**src/rtl/precision_press_ctrl.sv**
```systemverilog
// Precision Button Press game controller: sweeps one lit LED across N_LEDS
// outputs and judges button presses against a switch-selected target.
module precision_press_ctrl #(
  parameter int N_LEDS         = 8,
  parameter int TICK_DIV       = 8,
  parameter int BOUNCE         = 0,
  parameter int LIVES          = 3,
  parameter int MAX_LEVEL      = 3,
  parameter int HITS_PER_LEVEL = 4,
  parameter int SCORE_W        = 8
) (
  input  logic                             CLK,
  input  logic                             RST_N,
  input  logic                             BTN,
  input  logic [N_LEDS-1:0]                SW,
  output logic [N_LEDS-1:0]                LEDS,
  output logic                             HIT,
  output logic                             MISS,
  output logic [SCORE_W-1:0]               SCORE,
  output logic [$clog2(MAX_LEVEL+1)-1:0]   LEVEL,
  output logic [$clog2(LIVES+1)-1:0]       LIVES_LEFT,
  output logic                             GAME_OVER
);

  localparam int LW  = $clog2(MAX_LEVEL + 1);
  localparam int LVW = $clog2(LIVES + 1);
  localparam int TW  = $clog2(TICK_DIV);
  localparam int HW  = $clog2(HITS_PER_LEVEL + 1);

  localparam logic [TW-1:0]     TICK_LAST  = TW'(TICK_DIV - 1);
  localparam logic [LW-1:0]     LEVEL_TOP  = LW'(MAX_LEVEL);
  localparam logic [LVW-1:0]    LIVES_INIT = LVW'(LIVES);
  localparam logic [HW-1:0]     HITS_LAST  = HW'(HITS_PER_LEVEL - 1);
  localparam logic [N_LEDS-1:0] LED_MSB    = {1'b1, {(N_LEDS-1){1'b0}}};

  typedef enum logic [1:0] {IDLE, SWEEP, RESULT, OVER} state_t;

  state_t            state, state_next;
  logic              btn_meta, btn_sync, btn_prev;
  logic              press;
  logic [N_LEDS-1:0] target;
  logic [TW-1:0]     tick;
  logic [HW-1:0]     hits;
  logic              dir_up;
  logic              start;
  logic              is_hit;
  logic              step_due;
  logic              result_done;
  logic [N_LEDS-1:0] step_leds;
  logic              step_dir;

  always_ff @(posedge CLK or negedge RST_N) begin
    if (!RST_N) begin
      btn_meta <= 1'b0;
      btn_sync <= 1'b0;
      btn_prev <= 1'b0;
    end else begin
      btn_meta <= BTN;
      btn_sync <= btn_meta;
      btn_prev <= btn_sync;
    end
  end

  assign press = btn_sync & ~btn_prev;

  // (TICK_DIV >> LEVEL) - 1 equals (TICK_DIV - 1) >> LEVEL for a power-of-two TICK_DIV
  assign step_due    = (tick == (TICK_LAST >> LEVEL));
  assign result_done = (tick == TICK_LAST);
  assign is_hit      = |(LEDS & target);
  assign GAME_OVER   = (state == OVER);

  always_comb begin
    step_leds = LEDS >> 1;
    step_dir  = dir_up;
    if (BOUNCE == 0) begin
      if (LEDS[0]) step_leds = LED_MSB;
    end else if (dir_up) begin
      if (LEDS[N_LEDS-1]) step_dir = 1'b0;
      else                step_leds = LEDS << 1;
    end else if (LEDS[0]) begin
      step_leds = LEDS << 1;
      step_dir  = 1'b1;
    end
  end

  always_ff @(posedge CLK or negedge RST_N) begin
    if (!RST_N) state <= IDLE;
    else        state <= state_next;
  end

  always_comb begin
    state_next = state;
    start      = 1'b0;
    unique case (state)
      IDLE: begin
        if (press && $onehot(SW)) begin
          state_next = SWEEP;
          start      = 1'b1;
        end
      end
      SWEEP:  if (press) state_next = RESULT;
      RESULT: if (result_done) state_next = (LIVES_LEFT == '0) ? OVER : SWEEP;
      OVER:   if (press) state_next = IDLE;
      default: state_next = IDLE;
    endcase
  end

  always_ff @(posedge CLK or negedge RST_N) begin
    if (!RST_N) begin
      LEDS       <= '0;
      HIT        <= 1'b0;
      MISS       <= 1'b0;
      SCORE      <= '0;
      LEVEL      <= '0;
      LIVES_LEFT <= LIVES_INIT;
      target     <= '0;
      tick       <= '0;
      hits       <= '0;
      dir_up     <= 1'b0;
    end else begin
      HIT  <= 1'b0;
      MISS <= 1'b0;
      unique case (state)
        IDLE: begin
          // LEDS is registered, so the target preview lags SW by one clock
          LEDS   <= SW;
          tick   <= '0;
          dir_up <= 1'b0;
          if (start) begin
            target     <= SW;
            SCORE      <= '0;
            LEVEL      <= '0;
            hits       <= '0;
            LIVES_LEFT <= LIVES_INIT;
            LEDS       <= LED_MSB;
          end
        end
        SWEEP: begin
          if (press) begin
            tick <= '0;
            if (is_hit) begin
              HIT  <= 1'b1;
              LEDS <= '1;
              if (SCORE != '1) SCORE <= SCORE + SCORE_W'(1);
              if (hits == HITS_LAST) begin
                hits <= '0;
                if (LEVEL != LEVEL_TOP) LEVEL <= LEVEL + LW'(1);
              end else begin
                hits <= hits + HW'(1);
              end
            end else begin
              MISS       <= 1'b1;
              LEDS       <= '0;
              LIVES_LEFT <= LIVES_LEFT - LVW'(1);
            end
          end else if (step_due) begin
            tick   <= '0;
            LEDS   <= step_leds;
            dir_up <= step_dir;
          end else begin
            tick <= tick + TW'(1);
          end
        end
        RESULT: begin
          if (result_done) begin
            tick   <= '0;
            dir_up <= 1'b0;
            LEDS   <= (LIVES_LEFT == '0) ? '0 : LED_MSB;
          end else begin
            tick <= tick + TW'(1);
          end
        end
        OVER: LEDS <= '0;
        default: LEDS <= '0;
      endcase
    end
  end

endmodule

```
**config.mk**
```make
export PLATFORM = sky130hd
export DESIGN_NAME = precision_press_ctrl
export DESIGN_NICKNAME = d
export VERILOG_FILES = /design/src/rtl/precision_press_ctrl.sv
export SDC_FILE = /design/constraint.sdc
export NUM_CORES = 1
export LEC_CHECK = 0
export ABC_AREA = 0
export CAP_MARGIN = 10
export CORE_ASPECT_RATIO = 0.8
export CORE_MARGIN = 3
export CORE_UTILIZATION = 60
export CTS_BUF_LIST = sky130_fd_sc_hd__clkbuf_8
export CTS_CLUSTER_SIZE = 28
export DETAILED_ROUTE_END_ITERATION = 7
export HOLD_SLACK_MARGIN = 0.1
export PLACE_DENSITY = 0.94
export RECOVER_POWER = 50
export REMOVE_ABC_BUFFERS = 1
export SLEW_MARGIN = 20
export SYNTH_ARGS = -nofsm -noshare
export SYNTH_HDL_FRONTEND = slang
export SYNTH_SLANG_ARGS = --single-unit
```
**constraint.sdc**
```tcl
create_clock -name CLK -period 4.1 [get_ports CLK]
set_input_delay 0.615 -clock CLK [delete_from_list [all_inputs] [get_ports CLK]]
set_output_delay 0.615 -clock CLK [all_outputs]
set_load 0.02 [all_outputs]
```
==> impl_results.md <==
- Status: finished, violations left
- Violated checks: max-capacitance violations, max-slew violations, negative setup slack
- PwrDens: 622 nW/um^2
- Top FF cell, synth: dfrtp_1
- Leak Pwr: 1.48 nW
- Final setup fails: 17
- Final worst slack: -107 ps
- Clock transition at path regs: 80 ps
- TritonRoute pass-1 iters: 5
- Clock Sinks: 41
- Drt total wl: 6.84 mm
- R2R depth: 7
- Critical path, cell by cell: buf_8 -> inv_6 -> fa_1 -> fa_1 -> fa_1 -> inv_1 -> ha_2 -> inv_2 -> fa_2 -> o211ai_1 -> a211oi_4 -> a21oi_2 -> or3_4 -> a221o_1
- Wire length per cell: 19.6 um
- Total power: 1.92 mW
- Min Tclk post-route: 4210 ps
- Crit path buffers/inverters: 4
- RSZ-0062 raised after global routing: yes
- Post-Syn Area: 2380 um^2
- Post-DP HPWL: 4.09 mm
- Die width: 76.5 um
- Placer's final routability congestion estimate: 0.812
- Chip height: 62.4 um
- Area Overhead vs Synth: 29.5%
- H-tree depth: 2
- Post-route DRC violation count: 0
- Post-synth EDFFs: 0
- Max Cap Viol: 1
- CP startpoint kind: input port
- Largest net degree at the start of global routing: 42
- Hold WS: 362 ps
- CTS root buffer: clkbuf_8
- FF-to-FF End: SCORE[7]$_DFFE_PN0P_
- Met1 WL: 2.87 mm
- WP data arrival: 4390 ps
- Io pins: 34
- Ys async rst share: 100%
- Cell variety after synth: 38
- Remaining Overflow, GRT: 0
- Post-synthesis mux area share: 1.42%
- Placed instance area: 2830 um^2
- Sequential area share after synthesis: 43.1%
- Crit path top cell by count: fa_1
- Worst hold path stage count: 0
- Syn Area/Cell: 9.57 um^2
- Vias in the first global route: 2013
- Hold path endpoint: btn_sync$_DFF_PN0_
- Synth Area in Adders: 11.2%
- Fmax: 238 MHz
- CTS Buffer Depth: 2
- Synth Area in Compound Gates: 20.9%
- CP max FO: 8
- Worst r2r src: state[1]$_DFFE_PN0P_
- Syn. warnings: 0
- Met2 routed WL: 3.20 mm
- Crit path required time: 4290 ps
- Kind of critical path: in -> reg
- Detail Route Antenna Nets: 0
- Syn Inst Count: 249
- Largest family of logic cells by synthesized area: compound AO/OA/AOI/OAI gates
- Reg-to-reg slack, setup: 1380 ps
- Slowest cell on the critical path: fa_1
- Core footprint: 3610 um^2
- Commonest non-fill, non-tap cell in the layout: dfrtp_1
- First-pass GRT wire length: 10.0 mm
- CTS tree: built
- # rows: 19
- Tcrit/Tclk final: 103%
- Highest metal used: met4
- Vias per cell: 6.49
- Clk_skew: 10.5 ps
- Seq cells post-synth: 41
- Peak supply drop: 0.389 mV
- CTS Buf Count: 5
- CP max stage delay: 560 ps
- Top delay family on crit path: adder cells
- Die area: 4770 um^2
- XOR/XNOR Fraction of Synth Area: 1.47%
- Hold Startpoint: btn_meta$_DFF_PN0_
- Max_slew headroom: -44.5%
- DR WL met3: 582 um
- Ant diodes: 0
- Final hold vios: 0
- Final Cell Area: 3090 um^2
- Worst setup EP type: flip-flop
- Simple-Gate Fraction of Synth Area: 15.3%
- Final std cells w/o fill: 350
- Initial antenna violation count: 0
- Commonest non-fill, non-tap cells in the layout: dfrtp_1, clkdlybuf4s50_1, inv_1
- Layout cells sized above 1: 18.8%
- Worst Hold Class: reg -> reg
- Final Max Slew Viols: 42
- Fin nets: 327
- Via count: 2270
- Initial drt markers: 283
- Port Buffers: 33
- GR Util All Layers: 26.2%
- DP Cell Count: 334
- Slew @ Worst Pin: 2170 ps
- Starting density of the core: 66.0%
- Fillers: 174
- Layout Utilization: 85.4%
- Worst skew pair latency: 310 ps
==> cell usage after synthesis (all sizes together), types with 3 or more instances <==
cell type | count | area [um^2]
a211o | 4 | 35.0
a21oi | 9 | 45.0
a221o | 9 | 90.1
a22o | 3 | 26.3
a22oi | 4 | 30.0
a31oi | 3 | 18.8
and3 | 10 | 62.6
clkbuf | 8 | 30.0
dfrtp | 39 | 976
fa | 4 | 80.1
ha | 15 | 188
inv | 31 | 116
mux2 | 3 | 33.8
nand2 | 21 | 78.8
nand2b | 4 | 25.0
nand3 | 7 | 35.0
nand3b | 4 | 30.0
nor2 | 11 | 41.3
nor4 | 4 | 25.0
o211ai | 4 | 30.0
o21ai | 23 | 115
o31ai | 4 | 30.0
or3 | 3 | 18.8
==> layout make-up <==
class / instances / area, um^2 / share of cell area [%]
clock inverter: 3 / 17.5 / 0.567
multi-input combinational: 167 / 1270 / 41.3
sequential: 41 / 1030 / 33.3
timing repair buffer: 51 / 508 / 16.5
clock buffer: 5 / 68.8 / 2.23
tap: 52 / 65.1 / 2.11
inverter: 31 / 124 / 4.01
==> how the worst max path moves through the flow <==
stage / from / to / slack, ps / depth (start not counted)
floorplan: SW[0] / SCORE[3]$_DFFE_PN0P_ / -370 / 13
global placement: SW[0] / SCORE[7]$_DFFE_PN0P_ / -770 / 14
detailed placement: SW[0] / SCORE[7]$_DFFE_PN0P_ / -900 / 14
CTS: SW[1] / SCORE[7]$_DFFE_PN0P_ / -60 / 14
global route: SW[3] / SCORE[7]$_DFFE_PN0P_ / -140 / 14
finish: SW[3] / SCORE[7]$_DFFE_PN0P_ / -110 / 14
==> metal layers <==
layer	vias to the layer above	GRT usage, %
li1	977	-
met1	1122	36.9
met2	147	40.1
met3	24	5.04
met4	0	10.2
met5	-	0
==> per-stage QoR <==
stage                     setup TNS [ps]  setup slack (ps)
after detailed placement          -21050              -902
after global routing               -1900              -138
final                               -770              -107
after CTS                           -487             -64.3
after floorplan                    -2480              -371
after global placement            -16630              -769
==> flip-flops by register name, summed over array words and instances (netlist names) <==
register	count
SCORE	8
HIT	1
LEVEL	2
state	2
hits	3
btn_prev	1
MISS	1
btn_meta	1
LIVES_LEFT	2
tick	3
LEDS	8
target	8
btn_sync	1
==> what timing repair did <==
action,CTS,global route
gates resized for setup,26,19
pin swaps,12,16
setup buffers,2,6
endpoints found under the setup margin,33,31
endpoints found under the hold margin,0,0
cloned,0,0
hold buffers,0,0
==> power by group <==
group / internal (mW) / switching, mW / total [mW] / leakage [nW]
clock network: 0.118 / 0.148 / 0.265 / 0.0439
logic: 0.433 / 0.582 / 1.01 / 0.905
registers: 0.521 / 0.118 / 0.640 / 0.527
==> cell families (layout without fill, tap and decap cells) <==
family / count (synthesis) / after routing
compound gates: 70 / 70
fa+ha+maj: 19 / 19
flops: 41 / 41
buf+inv: 41 / 90
xor+xnor: 4 / 4
simple gates: 71 / 71
mux: 3 / 3
Note: power is estimated with default switching activity, not from simulation.
==> edit 1, RTL diff (config.mk and constraints unchanged) <==
`BOUNCE`: 0 -> 1.
--- a/src/rtl/precision_press_ctrl.sv
+++ b/src/rtl/precision_press_ctrl.sv
@@ -3,7 +3,7 @@
 module precision_press_ctrl #(
   parameter int N_LEDS         = 8,
   parameter int TICK_DIV       = 8,
-  parameter int BOUNCE         = 0,
+  parameter int BOUNCE         = 1,
   parameter int LIVES          = 3,
   parameter int MAX_LEVEL      = 3,
   parameter int HITS_PER_LEVEL = 4,
Check against the original RTL: same outputs for any inputs over 10 cycles, from zero or initial values and one cycle with RST_N low; that may be too few to reach the edited logic, so the function may still have changed.
==> edit 1 against the original RTL <==
The run ends with capacitance limit, slew limit left; area after synthesis is 5.4% higher; sequential power grew 9.5%; critical path depth is the same; sequential cell count rose by 1; register-to-register slack better by 0.05 ns; synthesized cell count is 9.6% higher; setup slack improved by 0.22 ns; via count shrank 3.2%; power increased by 15%; first-iteration DRC count is 6.4% higher; maximum frequency rose by 5.6%; final area shrank 1.2%; die area increased by 4.9%; routed wire length is 7.7% lower; critical path type unchanged; largest cell class unchanged; highest routed layer unchanged.
==> edit 1: results (changes against the original RTL) <==
Outcome
  • Status: complete, but fails checks
  • Failing checks: capacitance limit, slew limit

Critical path
  • Worst Path Arrival: 4.17 ns (-0.22 ns)
  • Crit-path max cell delay: 0.54 ns (-0.02 ns)
  • Terminus of the critical flop-to-flop path: tick[0]
  • Reg-to-reg slack, setup: 1.43 ns (+0.05 ns)
  • CP endpoint: SCORE[4]
  • Reg2reg path depth: 7 (unchanged)
  • CP startpoint: SW[0]

Final layout
  • Seq cells: 42 (+2.4%)
  • Seq area share: 34.55% (+1.2 points)
  • ClkCell Share: 3.570% (+0.77 points)
  • Bufs w/o clock: 43 (-16%)
  • Multi-input logic portion of the cell area: 43.95% (+2.6 points)
  • Signal buf overhead: 12.60% (-3.9 points)
  • Layout cell share with drive strength beyond 1: 14.33% (-4.5 points)
  • # fillers: 262 (+51%)

Placement
  • DP Area: 2924 µm² (+3.2%)
  • Dpl ws: -0.7204 ns (+0.1816 ns)
  • HPWL Detailed: 4402 µm (+7.6%)
  • RePlAce Congestion: 0.8664 (+6.7%)

Global routing
  • Global Route met3 Usage: 5.493% (+0.45 points)
  • Gr usage total: 27.72% (+1.6 points)
  • Largest net degree at the start of global routing: 43 (+2.4%)
  • First-pass GRT wire length: 10570 µm (+5.6%)
  • Vias in the first global route: 2129 (+5.8%)
  • GR Layer Usage met1: 38.25% (+1.4 points)

STA
  • Slew HR: -45.44% (-0.98 points)
  • Fin. max-slew vios: 43 (+2.4%)
  • Min setup slack post-route: 0.1157 ns (+0.2222 ns)
  • Setup Skew: 0.005257 ns (-0.005195 ns)

Detailed routing
  • Routed wl met3: 481 µm (-17%)
  • Met2 WL: 2954 µm (-7.7%)
  • DR WL/cell: 17.13 µm (-12%)
  • Via count: 2197 (-3.2%)
  • DRT iter0 DRCs: 301 (+6.4%)

Pwr
  • Sw Share: 43.87% (-0.31 points)
  • Peak VDD IR: 0.4725 mV (+22%)
  • P_clk: 323 µW (+22%)
  • Comb. pwr: 1180 µW (+17%)
  • Lkg Pwr: 0.001427 µW (-3.4%)

Clock tree
  • Setup bufs post-CTS: 1 (-1)
  • PostCTS Resize Cnt: 17 (-35%)

Synth
  • Synth Area in Compound Gates: 18.87% (-2.0 points)
  • Top post-synthesis cells by area: dfrtp_1 (40%), ha_1 (7.0%), nand2_1 (4.6%), nor2_1 (3.9%), inv_1 (3.6%)
  • Distinct cells, synth: 47 (+24%)
  • Adder-Cell Fraction of Synth Area: 10.16% (-1.1 points)
  • Post-synthesis xor/xnor area fraction: 1.046% (-0.42 points)
  • Synth top cells by count: dfrtp_1 (40), nand2_1 (31), nor2_1 (26), inv_1 (24), o21ai_0 (16)
  • Ys flop type: dfrtp_1

Run
  • Max_cap viols: 1 (unchanged)

Floorplanning
  • Die Wd: 78.35 µm (+2.5%)
-- edit 1: cell count changes after synthesis, sizes merged, moves of 4 or more --
| cell | before | now |
|---|---|---|
| a21oi | 9 | 14 |
| a221o | 9 | 4 |
| a31oi | 3 | 10 |
| and3 | 10 | 5 |
| inv | 31 | 24 |
| mux2i | 0 | 5 |
| nand2 | 21 | 31 |
| nor2 | 11 | 26 |
| nor3 | 2 | 6 |
| nor4 | 4 | 0 |
| o21ai | 23 | 16 |
| o21bai | 0 | 7 |
-- edit 1: metrics by stage --
| step | std cells | utilization [%] | hold slack [ns] | TNS (ns) |
|---|---|---|---|---|
| after floorplan | 263 | - | 0.3194 | -0.9332 |
| after global placement | 360 | 74.90 | 0.3334 | -15.21 |
| after detailed placement | 360 | 74.90 | 0.3543 | -19.64 |
| after CTS | 369 | 77.88 | 0.3721 | 0 |
| after global routing | 369 | 78.11 | 0.3802 | 0 |
| final | 369 | 78.11 | 0.3641 | 0 |
==> edit 2, RTL diff (same flow settings) <==
Without the edit above. Make the reset (`RST_N`) synchronous in 3 clocked blocks.
--- a/src/rtl/precision_press_ctrl.sv
+++ b/src/rtl/precision_press_ctrl.sv
@@ -49,7 +49,7 @@
   logic [N_LEDS-1:0] step_leds;
   logic              step_dir;
 
-  always_ff @(posedge CLK or negedge RST_N) begin
+  always_ff @(posedge CLK) begin
     if (!RST_N) begin
       btn_meta <= 1'b0;
       btn_sync <= 1'b0;
@@ -83,7 +83,7 @@
     end
   end
 
-  always_ff @(posedge CLK or negedge RST_N) begin
+  always_ff @(posedge CLK) begin
     if (!RST_N) state <= IDLE;
     else        state <= state_next;
   end
@@ -105,7 +105,7 @@
     endcase
   end
 
-  always_ff @(posedge CLK or negedge RST_N) begin
+  always_ff @(posedge CLK) begin
     if (!RST_N) begin
       LEDS       <= '0;
       HIT        <= 1'b0;
Formal check against the unedited RTL: differs if RST_N is asserted again (counterexample within 4 cycles, from zero or initial values and one cycle with RST_N low); with RST_N held inactive, the same outputs for 10 cycles.
==> edit 2 against the original RTL <==
The run ends with setup timing left; setup slack improved by 0.093 ns; routed wire length is 3.1% higher; count of clock-buffer cells in the layout unchanged; critical endpoint is now SCORE[4]; final area fell by 1.8%; clock power is 28% higher; sequential cell count unchanged; largest power group unchanged; area after synthesis grew 1.0%; global-route usage up 1.8 points; power shrank 28%.
==> edit 2: results (changes against the original RTL) <==
Critical path
  • Reg-to-reg slack, setup: 1.21 ns (-0.17 ns)
  • Worst Path Arrival: 4.35 ns (-0.04 ns)
  • Reg-to-Reg Start: state[1]
  • Crit Path Max Fanout: 5 (-3)
  • Terminus of the critical flop-to-flop path: LIVES_LEFT[0]
  • Reg2reg path depth: 7 (unchanged)

Global routing
  • Antenna violations before repair: 0 (unchanged)
  • Largest net degree at the start of global routing: 44 (+4.8%)
  • Gr usage total: 27.95% (+1.8 points)
  • Vias in the first global route: 2236 (+11%)
  • First-pass GRT wire length: 10890 µm (+8.8%)

Run
  • Max_cap viols: 0 (-1)

Placement
  • DP Area: 2806 µm² (-0.97%)
  • IO Port Bufs: 33 (unchanged)
  • Dpl ws: -0.8304 ns (+0.07157 ns)
  • HPWL Detailed: 4290 µm (+4.8%)
  • RePlAce Congestion: 0.8814 (+8.6%)

Synth
  • Distinct cells, synth: 54 (+42%)
  • Sequential area share after synthesis: 34.10% (-9.1 points)
  • Top post-synthesis cells by area: dfxtp_1 (34%), ha_1 (7.8%), a21oi_1 (5.2%), mux2i_1 (4.2%), inv_1 (3.4%)
  • Fraction of registers with async set/reset: 0% (-100 points)
  • Synth top cells by count: dfxtp_1 (41), a21oi_1 (25), inv_1 (22), nand2_1 (20)

STA
  • Final setup TNS: -0.01382 ns (+0.7563 ns)
  • Worst slew pin tran: 1.394 ns (-0.7727 ns)
  • Setup Skew: 0.005352 ns (-0.005100 ns)
  • Min setup slack post-route: -0.01382 ns (+0.09271 ns)
  • Final setup violation count: 1 (-16)
  • Fin. max-slew vios: 0 (-100%)

Pwr
  • Lkg Pwr: 0.001221 µW (-17%)
  • Peak VDD IR: 0.3371 mV (-13%)

Detailed routing
  • Routed wl met3: 530 µm (-8.9%)
  • First-pass detailed-route iteration total: 6 (+1)
  • WL final: 7054 µm (+3.1%)
  • Uppermost routed layer: met4
  • Met2 WL: 3438 µm (+7.4%)
  • Via-per-instance ratio: 6.492 (about the same)
  • DRT iter0 DRCs: 251 (-11%)
  • WL met1: 2752 µm (-4.1%)

Clock tree
  • Clock root cell: clkbuf_8

Worst hold path
  • Hold Path Cell Cnt: 1 (+1)
  • Hold Crit Endpoint: btn_sync
  • Hold path startpoint: btn_meta

Final layout
  • Largest registers: LEDS: 8 flops, SCORE: 8 flops, target: 8 flops
  • Layout cell share with drive strength beyond 1: 15.82% (-3.0 points)
  • Total Nets Final: 345 (+5.5%)

Outcome
  • Failing checks: setup timing
  • Status: complete, but fails checks
edit 2: worst max-delay path by stage:
stage,slack (ns),startpoint,cells after the start,to
finish,-0.01,SW[0],15,SCORE[4]
global route,-0.07,SW[0],15,SCORE[4]
CTS,0.002,SW[1],15,SCORE[5]
detailed placement,-0.83,SW[0],15,hits[1]
global placement,-0.64,SW[0],15,hits[1]
floorplan,-0.46,SW[0],13,SCORE[3]
edit 2: what timing repair did:
item | CTS | global route
gates resized for setup | 25 | 11
pin swaps | 10 | 8
setup endpoints to repair | 33 | 23
hold buffers | 0 | 0
setup buffers | 3 | 3
edit 2: cells by family (layout without fill, tap and decap cells):
logic type               Yosys count  after routing  share of synthesized area (%)
XOR/XNOR                           3              3                          1.092
AND/OR/NAND/NOR                   88             88                          20.69
AO/OA/AOI/OAI                     75             75                          21.83
multiplexers                      10             10                          4.158
flip-flops                        41             41                          34.10
buffers and inverters             32             80                          7.017
adder cells (fa/ha/maj)           19             19                          11.12
edit 2: final cells by class:
| type | instances | area (µm²) |
|---|---|---|
| fill | 218 | 605.6 |
| tap | 52 | 65.06 |
| sequential | 41 | 820.8 |
| inverter | 22 | 85.08 |
| clock buffer | 5 | 68.82 |
| multi-input combinational | 195 | 1454 |
| clock inverter | 3 | 46.29 |
| timing repair buffer | 50 | 491.7 |
edit 2: per-layer routing:
| metal | up-vias | GRT usage, % |
|---|---|---|
| met3 | 45 | 6.340 |
| met2 | 147 | 46.96 |
| met4 | 0 | 9.276 |
| met1 | 1153 | 35.32 |
| met5 | - | 0 |
| li1 | 1044 | - |
edit 2: worst max-delay path, delay by kind of cell:
family	cells	cell delay [ns]
AND/OR/NAND/NOR	1	0.39
adder cells (fa/ha/maj)	5	1.97
AO/OA/AOI/OAI	4	0.93
buffers and inverters	5	0.45
edit 2: metrics by stage:
stage / total power, µW / hold WS [ns] / cells
global placement: 988.1 / 0.4147 / 355
finish: 1386 / 0.4439 / 368
detailed placement: 1010 / 0.4265 / 355
global route: 1446 / 0.4570 / 368
CTS: 1355 / 0.4470 / 366
floorplan: 805.4 / 0.4069 / 258
edit 2: power by group:
group | leakage, µW | switching (µW) | internal (µW)
logic | 0.000834 | 327 | 223
registers | 0.000333 | 54.6 | 443
clock network | 0.0000543 | 156 | 182
